$ cat config.mk
export PLATFORM = sky130hd
export DESIGN_NAME = uart_rx
export DESIGN_NICKNAME = d
export VERILOG_FILES = /design/src/rtl/uart_pkg.sv /design/src/rtl/sync_2ff.sv /design/src/rtl/uart_rx.sv
export SDC_FILE = /design/constraint.sdc
export NUM_CORES = 1
export LEC_CHECK = 0
export ABC_AREA = 1
export BUFFER_PORTS_ARGS = -buffer_cell sky130_fd_sc_hd__buf_2
export CAP_MARGIN = 30
export CORE_UTILIZATION = 50
export DETAILED_ROUTE_END_ITERATION = 12
export PLACE_DENSITY = 0.69
export SLEW_MARGIN = 20
export SYNTH_ARGS = -nofsm -noshare
export SYNTH_HDL_FRONTEND = slang
export SYNTH_SLANG_ARGS = --single-unit
$ cat constraint.sdc
create_clock -name clk -period 1.49 [get_ports clk]
set_clock_uncertainty 0.2 [all_clocks]
set_input_delay 0.2235 -clock clk [delete_from_list [all_inputs] [get_ports clk]]
set_output_delay 0.2235 -clock clk [all_outputs]
set_load 0.01 [all_outputs]
$ cat src/rtl/uart_pkg.sv
// Shared UART definitions: receiver FSM states and 8N1 frame constants.
package uart_pkg;

    typedef enum logic [2:0] {
        IDLE,
        START,
        DATA,
        STOP,
        BREAK
    } rx_state_t;

    localparam int   DATA_BITS  = 8;
    localparam logic STOP_LEVEL = 1'b1;
    localparam logic IDLE_LEVEL = 1'b1;

endpackage

$ cat src/rtl/sync_2ff.sv
// Two-flop synchronizer for asynchronous level inputs.
module sync_2ff #(
    parameter int               WIDTH   = 1,
    parameter logic [WIDTH-1:0] RST_VAL = '0
) (
    input  logic             clk,
    input  logic             rst_n,
    input  logic [WIDTH-1:0] d_i,
    output logic [WIDTH-1:0] q_o
);

    logic [WIDTH-1:0] meta_q;
    logic [WIDTH-1:0] sync_q;

    always_ff @(posedge clk or negedge rst_n) begin
        if (!rst_n) begin
            meta_q <= RST_VAL;
            sync_q <= RST_VAL;
        end else begin
            meta_q <= d_i;
            sync_q <= meta_q;
        end
    end

    assign q_o = sync_q;

endmodule

$ cat src/rtl/uart_rx.sv
// 8N1 UART receiver: mid-bit sampling of a synchronized line,
// byte strobe on good stop bit, framing-error strobe otherwise.
module uart_rx
    import uart_pkg::*;
#(
    parameter int CLK_HZ       = 50_000_000,
    parameter int BAUD         = 9600,
    parameter int CLKS_PER_BIT = CLK_HZ / BAUD
) (
    input  logic       clk,
    input  logic       rst_n,
    input  logic       rx_in,
    output logic [7:0] rx_data,
    output logic       rx_valid,
    output logic       frame_err,
    output logic       busy
);

    localparam int CW = $clog2(CLKS_PER_BIT);
    localparam logic [CW-1:0] HALF_M1 = CW'(CLKS_PER_BIT / 2 - 1);
    localparam logic [CW-1:0] LAST    = CW'(CLKS_PER_BIT - 1);
    localparam logic [2:0]    LAST_BIT = 3'(DATA_BITS - 1);

    logic rx_s;

    sync_2ff #(
        .WIDTH   (1),
        .RST_VAL (IDLE_LEVEL)
    ) u_sync (
        .clk   (clk),
        .rst_n (rst_n),
        .d_i   (rx_in),
        .q_o   (rx_s)
    );

    rx_state_t            state_q;
    logic [CW-1:0]        clk_cnt_q;
    logic [2:0]           bit_cnt_q;
    logic [DATA_BITS-1:0] shift_q;
    logic [DATA_BITS-1:0] data_q;
    logic                 valid_q;
    logic                 ferr_q;
    logic                 busy_q;

    always_ff @(posedge clk or negedge rst_n) begin
        if (!rst_n) begin
            state_q   <= IDLE;
            clk_cnt_q <= '0;
            bit_cnt_q <= '0;
            shift_q   <= '0;
            data_q    <= '0;
            valid_q   <= 1'b0;
            ferr_q    <= 1'b0;
            busy_q    <= 1'b0;
        end else begin
            valid_q <= 1'b0;
            ferr_q  <= 1'b0;
            unique case (state_q)
                IDLE: begin
                    clk_cnt_q <= '0;
                    if (!rx_s) begin
                        state_q <= START;
                        busy_q  <= 1'b1;
                    end
                end
                START: begin
                    if (clk_cnt_q == HALF_M1) begin
                        clk_cnt_q <= '0;
                        if (!rx_s) begin
                            bit_cnt_q <= '0;
                            state_q   <= DATA;
                        end else begin
                            state_q <= IDLE;
                            busy_q  <= 1'b0;
                        end
                    end else begin
                        clk_cnt_q <= clk_cnt_q + 1'b1;
                    end
                end
                DATA: begin
                    if (clk_cnt_q == LAST) begin
                        clk_cnt_q <= '0;
                        shift_q   <= {rx_s, shift_q[DATA_BITS-1:1]};
                        bit_cnt_q <= bit_cnt_q + 1'b1;
                        if (bit_cnt_q == LAST_BIT) begin
                            state_q <= STOP;
                        end
                    end else begin
                        clk_cnt_q <= clk_cnt_q + 1'b1;
                    end
                end
                STOP: begin
                    if (clk_cnt_q == LAST) begin
                        clk_cnt_q <= '0;
                        if (rx_s == STOP_LEVEL) begin
                            data_q  <= shift_q;
                            valid_q <= 1'b1;
                            state_q <= IDLE;
                            busy_q  <= 1'b0;
                        end else begin
                            ferr_q  <= 1'b1;
                            state_q <= BREAK;
                        end
                    end else begin
                        clk_cnt_q <= clk_cnt_q + 1'b1;
                    end
                end
                BREAK: begin
                    // A held-low line must return high before a new start.
                    if (rx_s == IDLE_LEVEL) begin
                        state_q <= IDLE;
                        busy_q  <= 1'b0;
                    end
                end
                default: begin
                    state_q <= IDLE;
                    busy_q  <= 1'b0;
                end
            endcase
        end
    end

    assign rx_data   = data_q;
    assign rx_valid  = valid_q;
    assign frame_err = ferr_q;
    assign busy      = busy_q;

endmodule
## Yosys cells after proc, flatten, opt, wreduce, memory -nomap -nowiden

Index checks and enable logic that the tools add are counted.

- Bitwise gates (word level): 1
- Equal/unequal tests: 14
- $add $sub $neg: 2
- Mux-type cells: 27
- Reduce and logical (&&, ||, !) cells: 9

Operator list:

| operator | number |
|---|---|
| one-hot mux 13 bit (3 select lines) | 1 |
| 2-to-1 mux 3 bit | 10 |
| 2-to-1 mux 13 bit | 2 |
| one-hot mux 3 bit (5 select lines) | 1 |
| adder 13 x 1 -> 13 bit (second input constant) | 1 |
| == test 13 x 12 -> 1 bit (second input constant) | 1 |
| == test 13 bit (second input constant) | 1 |
| != test 2 bit (second input constant) | 6 |
| 2-to-1 mux 1 bit | 10 |
| AND reduction 4 bit | 2 |
| == test 3 x 2 -> 1 bit (second input constant) | 2 |
| == test 3 bit (second input constant) | 2 |
| one-hot mux 3 bit (2 select lines) | 1 |
| AND reduction 6 bit | 1 |
| one-hot mux 1 bit (5 select lines) | 1 |
| adder 3 x 1 -> 3 bit (second input constant) | 1 |
| == test 3 x 1 -> 1 bit (second input constant) | 1 |
| zero test 3 bit | 1 |
| AND reduction 3 bit | 1 |
| nonzero test 3 bit | 1 |
| 2-to-1 mux 2 bit | 1 |
| != test 2 x 1 -> 1 bit (second input constant) | 1 |
| AND reduction 2 bit | 1 |
| nonzero test 2 bit | 1 |
| other kinds (2) | 2 |

- Flip-flop bits (word level): 40
- Input port bits: 3
- Output and inout bits: 11

## Depth between registers and ports, before layout

Gate-level depths: netlist of run 1.

- Depth in word-level cells: 4
- Gate-level depth with buffers: 10
- Depth with buffers taken out: 9

## Cells and area by module

From an unflattened synthesis of run 1, not the netlist that was laid out.

- Cell total of the unflattened synthesis: 250
- Area, all modules: 1960.6 um2

By module, submodules not included:

| module | times used | cells an instance | sequential area each (um2) | area each (um2) |
|---|---|---|---|---|
| uart_rx | 1 | 248 | 950.9 | 1908.1 |
| sync_2ff | 1 | 2 | 52.6 | 52.6 |

## Worst setup path before layout of run 1

No wires, ideal clock.

- Path type: register to register
- Start point: register clk_cnt_q[0]
- End point: register clk_cnt_q[10]
- Cell stages (with the launch flop): 10
- Arrival: 1291 ps
- Path buffers: 1
- Period minus slack after synthesis: 1621 ps
- Data required time: 1160 ps
- Setup slack: -131 ps
- Setup time: 130 ps
- Path through: dfrtp_1 -> ha_1 -> nand2_2 -> nor2_2 -> nand3_2 -> nand2_2 -> nand2_2 -> buf_6 -> nand3_1 -> o21ai_1

- Word-level cells in the longest chain between the ends: 3

RTL lines:

| what | RTL line | RTL |
|---|---|---|
| start: declaration | uart_rx.sv:37 | `logic [CW-1:0] clk_cnt_q;` |
| start signal: assignment | uart_rx.sv:77 | `clk_cnt_q <= clk_cnt_q + 1'b1;` |
| start signal: assignment | uart_rx.sv:89 | `clk_cnt_q <= clk_cnt_q + 1'b1;` |
| start signal: assignment | uart_rx.sv:105 | `clk_cnt_q <= clk_cnt_q + 1'b1;` |
| adder 13 x 1 -> 13 bit (tied with other cells) | uart_rx.sv:77, uart_rx.sv:89, uart_rx.sv:105 |  |
| 2-to-1 mux 13 bit (on tied branches) | uart_rx.sv:81, uart_rx.sv:93, uart_rx.sv:67 |  |
| one-hot mux 13 bit (3 select lines) * | uart_rx.sv:58 | `unique case (state_q)` |

Mark *: on every way between the ends. The rest lies on a longest branch, timed or not.
A chain may end at the register's enable or synchronous reset.

## Worst setup path in the final report of run 1

- Start point: register clk_cnt_q[0]
- End point: register clk_cnt_q[2]

The elaborated chain is that of the path after synthesis.

==> out/qor.yml, run 1 <==
worst_setup_path:
  cp_max_fo: 5
  crit_path_end_kind: "flop"
  r2r_cells: 8
  crit_required_ns: 1.46
  arrival_ns: 1.67
  reg2reg_to: "clk_cnt_q[2]"
  path_class: "reg -> reg"
  cp-start-kind: "flop"
  r2r_start: "clk_cnt_q[0]"
  r2r_slack_ns: -0.21
pwr:
  p_seq_frac: 0.530
  ir_worst_vdd_mv: 0.682
  total_power_w: 0.00206
  p_sw_w: 0.000447
  sw_frac_of_total: 0.217
  combPwrFrac: 0.023
  cellPowerDensity_nw_per_um2: 702
  power_frac_clock: 0.447
  p_leak_nw: 1.53
  intPower_w: 0.00161
timing:
  hold_slack_ns: 0.159
  rsz0062_at_grt: "yes"
  hold_violations: 0
  finalSetupTns_ns: -5.45
  timing.fmax_mhz: 589
  setup_violations: 36
  setup_ws_ns: -0.207
  layout_worst_path_cycle_share: 1.14
  maxSlewHeadroom: 0.720
  worstMarginPinSlew_ns: 0.420
  slew_viol_final: 0
  final.min_clock_period_ns: 1.70
status:
  status: "finished with violations"
  violations: "negative setup slack"
layout:
  multi_input_area_sq_um: 1130
  final_area_sq_um: 2930
  num-fill-cells: 302
  synthToLayoutAreaGrowth_pct: 39.3
  n_antenna_cell: 0
  layout.cells.non_filler: 375
  seqCellArea_sq_um: 1000
  drive_above_1_share: 0.422
  nNetsFinal: 330
synth:
  yosysTopAreaCell: "dfrtp_1"
  synth_commonest_cells: "nand2_1 (85), dfrtp_1 (38), inv_1 (27)"
  ys.flop_type: "dfrtp_1"
  yosysMostFrequentCell: "nand2_1"
  syn_area_sq_um: 2100
  syn_nets: 266
  synth.area.top_cells: "dfrtp_1 (45%), nand2_1 (15%), nand3_1 (5.7%), inv_1 (4.8%), o21ai_2 (2.9%)"
  ys_types: 28
  synth_edf_count: 0
  synthArstFlopShare: 1.00
  seq_area_frac_synth: 0.477
  yosys_warnings: 0
  ys_ff_latch: 40
  syn_inst: 260
  synth_top_area_share: 0.452
  synth_area_per_cell_sq_um: 8.09
clock_tree:
  cts_tree: "built"
  clock_latency_ns: 0.30
  cts_buffers: 5
  cts_root_buf: "clkbuf_8"
  htreeDepth: 2
  clk_pin_slew_ns: 0.08
  clock-sinks: 40
  cts.path.max_buffers: 2
hold_path:
  whs_endpoint: "u_sync.q_o"
  min_path_type: "reg -> reg"
  hp-start: "u_sync.meta_q"
  whs_path_depth: 0
grt:
  grt_max_degree: 25
  grt_pass1_vias: 1807
  overflow: 0
  groute.usage.overall: 0.236
  antenna_found_initial: 0
  grt_pass1_wl_um: 7800
drt:
  ant_nets: 0
  wl_met3_um: 222
  routedWlPerCell_um: 14.1
  vias: 1938
  wl_met1_um: 2390
  drc_errors: 0
  highest_layer: "met4"
  drt_iter0_drc: 106
  wl_met2_um: 2540
  vias_per_cell: 5.17
  drtPass1Iterations: 4
  wirelength_um: 5270
die:
  dieHeight_um: 66.9
  die-area_sq_um: 4470
  core_area_sq_um: 4030
  ioPinCount: 14
  die_x_um: 66.9
  rows: 23
  initial_core_util: 0.522
job:
  maxCapViolCount: 0
placement:
  place.gp.congestion: 0.884
  placed_cells: 356
  numPortBuffers: 13
  place_hpwl_um: 3280
  place_area_sq_um: 2510
==> power by group through the flow <==
stage / logic [W] / registers [W] / clock network, W
6_report: 0.0000463 / 0.00109 / 0.000920
3_3_place_gp: 0.0000417 / 0.00111 / 0
3_5_place_dp: 0.0000421 / 0.00111 / 0
4_1_cts: 0.0000472 / 0.00109 / 0.000934
2_1_floorplan: 0.00000492 / 0.00111 / 0
5_1_grt: 0.0000530 / 0.00109 / 0.000978
==> cells by family after synthesis <==
| logic type | synth area share |
|---|---|
| adders and majority gates | 0.0178 |
| DFF | 0.477 |
| xor gates and xnor gates | 0.00833 |
| AOI/OAI and AO/OA | 0.0946 |
| buffers and inverters | 0.0827 |
| and+or+nand+nor | 0.319 |
==> repair_timing <==
action / 4_1_cts / 5_1_grt
pin swaps: 6 / 15
hold endpoints to repair: 41 / 0
buffers inserted: 2 / 3
gates resized for setup: 36 / 28
gates cloned: 2 / 2
hold buffers: 2 / 0
setup endpoints to repair: 37 / 37
==> per-stage QoR <==
| step | setup slack [ns] | util |
|---|---|---|
| 2_1_floorplan | -0.0208 | - |
| 3_3_place_gp | -0.114 | 0.623 |
| 3_5_place_dp | -0.209 | 0.623 |
| 4_1_cts | -0.121 | 0.691 |
| 5_1_grt | -0.271 | 0.727 |
| 6_report | -0.207 | 0.727 |
==> layout by cell type (no fill, tap or decap), types with 7 or more instances in the layout <==
| master | Yosys | layout |
|---|---|---|
| dfrtp_1 | 38 | 37 |
| nor2_2 | 5 | 9 |
| inv_1 | 27 | 24 |
| o21ai_2 | 7 | 9 |
| nand2_1 | 85 | 71 |
| buf_2 | 0 | 13 |
| nand2_2 | 5 | 16 |
| buf_4 | 0 | 36 |
| nand3_1 | 24 | 19 |
| a21oi_1 | 11 | 7 |
| o21ai_1 | 5 | 9 |
==> flip-flops by register name, summed over array words and instances (netlist names), 3 cells and up <==
register,cells
rx_data,8
state_q,3
bit_cnt_q,3
clk_cnt_q,13
shift_q,8
==> layer usage <==
layer	GRT usage	vias up
met3	0.0531	13
met5	0	-
met2	0.381	37
met4	0.0878	0
met1	0.305	924
li1	-	964
==> worst max-delay path: stages, from the launching register on <==
cell and delay (ns):
dfrtp_1 0.40, ha_4 0.18, nand2_4 0.08, nor2_4 0.15, nand3_4 0.13, nand2_4 0.15, nand2_2 0.12, nand2_1 0.08
a21oi_1 0.07
==> area by class of cell <==
| class | instances | area share |
|---|---|---|
| clock buffer | 5 | 0.0235 |
| inverter | 32 | 0.0453 |
| multi-input combinational | 185 | 0.385 |
| sequential | 40 | 0.343 |
| tap | 50 | 0.0213 |
| timing repair buffer | 60 | 0.167 |
| clock inverter | 3 | 0.0158 |
==> how the worst max path moves through the flow <==
| stage | slack (ns) | start | endpoint | cells past startpoint |
|---|---|---|---|---|
| final | -0.21 | clk_cnt_q[0] | clk_cnt_q[2] | 8 |
| after global routing | -0.27 | clk_cnt_q[0] | clk_cnt_q[2] | 8 |
| after CTS | -0.12 | clk_cnt_q[1] | state_q[1] | 9 |
| after detailed placement | -0.21 | clk_cnt_q[1] | clk_cnt_q[5] | 8 |
| after global placement | -0.11 | clk_cnt_q[1] | state_q[1] | 9 |
| after floorplan | -0.02 | clk_cnt_q[0] | clk_cnt_q[10] | 9 |
(Power assumes the default switching activity.)
==> run 2: changes to the inputs <==
--- a/config.mk
+++ b/config.mk
@@ -8,9 +8,10 @@
 export ABC_AREA = 1
 export BUFFER_PORTS_ARGS = -buffer_cell sky130_fd_sc_hd__buf_2
 export CAP_MARGIN = 30
-export CORE_UTILIZATION = 50
+export CORE_UTILIZATION = 35
 export DETAILED_ROUTE_END_ITERATION = 12
-export PLACE_DENSITY = 0.69
+export MAX_ROUTING_LAYER = met4
+export PLACE_DENSITY = 0.52
 export SLEW_MARGIN = 20
 export SYNTH_ARGS = -nofsm -noshare
 export SYNTH_HDL_FRONTEND = slang
==> out/qor.yml, run 2 (same netlist as run 1, synthesis figures left out) <==
die:
  core_area_sq_um: 5640
  die-area_sq_um: 6320
  initial_core_util: 0.373
  ioPinCount: 14
  rows: 27
  die_x_um: 79.5
  dieHeight_um: 79.5
timing:
  setup_ws_ns: -0.154
  layout_worst_path_cycle_share: 1.10
  worstMarginPinSlew_ns: 0.329
  maxSlewHeadroom: 0.780
  finalSetupTns_ns: -3.55
  timing.fmax_mhz: 608
  hold_slack_ns: 0.149
  setup_violations: 35
  slew_viol_final: 0
  rsz0062_at_grt: "yes"
  hold_violations: 0
  final.min_clock_period_ns: 1.64
worst_setup_path:
  crit_required_ns: 1.49
  arrival_ns: 1.64
  path_class: "reg -> reg"
  crit_path_start: "clk_cnt_q[0]"
  slowest_stage: "dfrtp_1"
  crit_path_end_kind: "flop"
  r2r_slack_ns: -0.15
  r2r_cells: 8
  cp_cell_sequence: "ha_4, nand2_4, nor2_4, buf_4, nand4_4, buf_12, nand2_1, o21ai_2"
  cp_max_fo: 7
  reg2reg_to: "shift_q[2]"
  cp-start-kind: "flop"
  cp_slowest_stage_delay_ns: 0.39
  endpoint: "shift_q[2]"
  r2r_start: "clk_cnt_q[0]"
drt:
  wirelength_um: 5070
  vias_per_cell: 4.68
  ant_nets: 0
  drt_iter0_drc: 131
  drtPass1Iterations: 4
  drc_errors: 0
  vias: 1869
  routedWlPerCell_um: 12.7
clock_tree:
  cts_tree: "built"
  clk_pin_slew_ns: 0.08
  clock_latency_ns: 0.30
  cts_buffers: 5
  clock-sinks: 40
  cts.path.max_buffers: 2
  htreeDepth: 2
  cts_root_buf: "clkbuf_8"
grt:
  antenna_found_initial: 0
  grt_pass1_wl_um: 8870
  overflow: 0
  groute.usage.overall: 0.192
  grt_max_degree: 22
  grt_pass1_vias: 1921
job:
  maxCapViolCount: 0
layout:
  seqCellArea_sq_um: 1000
  synthToLayoutAreaGrowth_pct: 38.4
  largest_reg_flops: 13
  mostFrequentLayoutCell: "nand2_1"
  most-common-layout-cells: "nand2_1 (77), buf_4 (41), dfrtp_1 (37)"
  multi_input_area_sq_um: 1090
  nNetsFinal: 332
  n_antenna_cell: 0
  top_register: "clk_cnt_q"
  num-fill-cells: 517
  drive_above_1_share: 0.373
pwr:
  cellPowerDensity_nw_per_um2: 655
  p_leak_nw: 1.53
  ir_worst_vdd_mv: 0.499
placement:
  numPortBuffers: 13
  place.gp.congestion: 0.875
  dp_slack_ns: -0.248
  place_hpwl_um: 3550
status:
  status: "finished with violations"
  violations: "negative setup slack"
hold_path:
  min_path_type: "in -> async"
-- run 2: cell count changes in the layout (fill, tap and decap cells not counted), sizes merged --
cell,delta
buf,+2
clkinv,+2
bufinv,-1
clkbuf,+1
clkinvlp,-1
inv,-1
-- run 2: worst min path at each step --
stage / slack, ns / start / end / cells after the start
after global placement: -0.06 / rst_n / state_q[2] / 1
after floorplan: -0.27 / rst_n / bit_cnt_q[0] / 0
final: 0.15 / rst_n / clk_cnt_q[12] / 2
after detailed placement: -0.05 / rst_n / state_q[2] / 1
after CTS: 0.16 / rst_n / clk_cnt_q[11] / 2
after global routing: 0.17 / rst_n / clk_cnt_q[12] / 2
-- run 2: timing repair --
item | CTS | global route
hold endpoints to repair | 39 | 0
setup buffers | 3 | 0
pin swaps | 9 | 2
endpoints found under the setup margin | 37 | 38
cloned | 2 | 1
hold buffers | 2 | 0
resized for setup | 28 | 13
-- run 2: power breakdown --
part | switching [W] | total [W] | internal, W
logic | 0.0000317 | 0.0000495 | 0.0000178
clock network | 0.000397 | 0.000767 | 0.000370
registers | 0.00000105 | 0.00109 | 0.00109
-- run 2: worst max-delay path, delay by kind of cell (launching register included) --
| family | cells | cell delay [ns] |
|---|---|---|
| AOI/OAI and AO/OA | 1 | 0.05 |
| buffers and inverters | 2 | 0.31 |
| DFF | 1 | 0.39 |
| adders and majority gates | 1 | 0.18 |
| and+or+nand+nor | 4 | 0.40 |
-- run 2: final cells by class --
| type | instances | share of cell area |
|---|---|---|
| Timing Repair Buffer | 62 | 0.172 |
| Tap cell | 72 | 0.0310 |
| Sequential cell | 40 | 0.345 |
| Clock buffer | 6 | 0.0284 |
| Clock inverter | 2 | 0.00344 |
| Inverter | 32 | 0.0439 |
| Multi-Input combinational cell | 185 | 0.376 |
-- run 2: layer usage --
layer	track usage	vias to the layer above	wire length [um]
met5	-	-	0
met4	0.0564	0	83
met3	0.0480	9	193
met2	0.305	41	2430
met1	0.240	863	2370
li1	-	956	-
-- run 2: per-stage QoR --
step | instances | total power [W] | util | cell area [sq um]
final | 399 | 0.00191 | 0.516 | 2910
after global routing | 399 | 0.00199 | 0.516 | 2910
after CTS | 398 | 0.00193 | 0.506 | 2850
after detailed placement | 383 | 0.00116 | 0.459 | 2590
after global placement | 383 | 0.00116 | 0.459 | 2590
after floorplan | 260 | 0.00112 | - | 2130
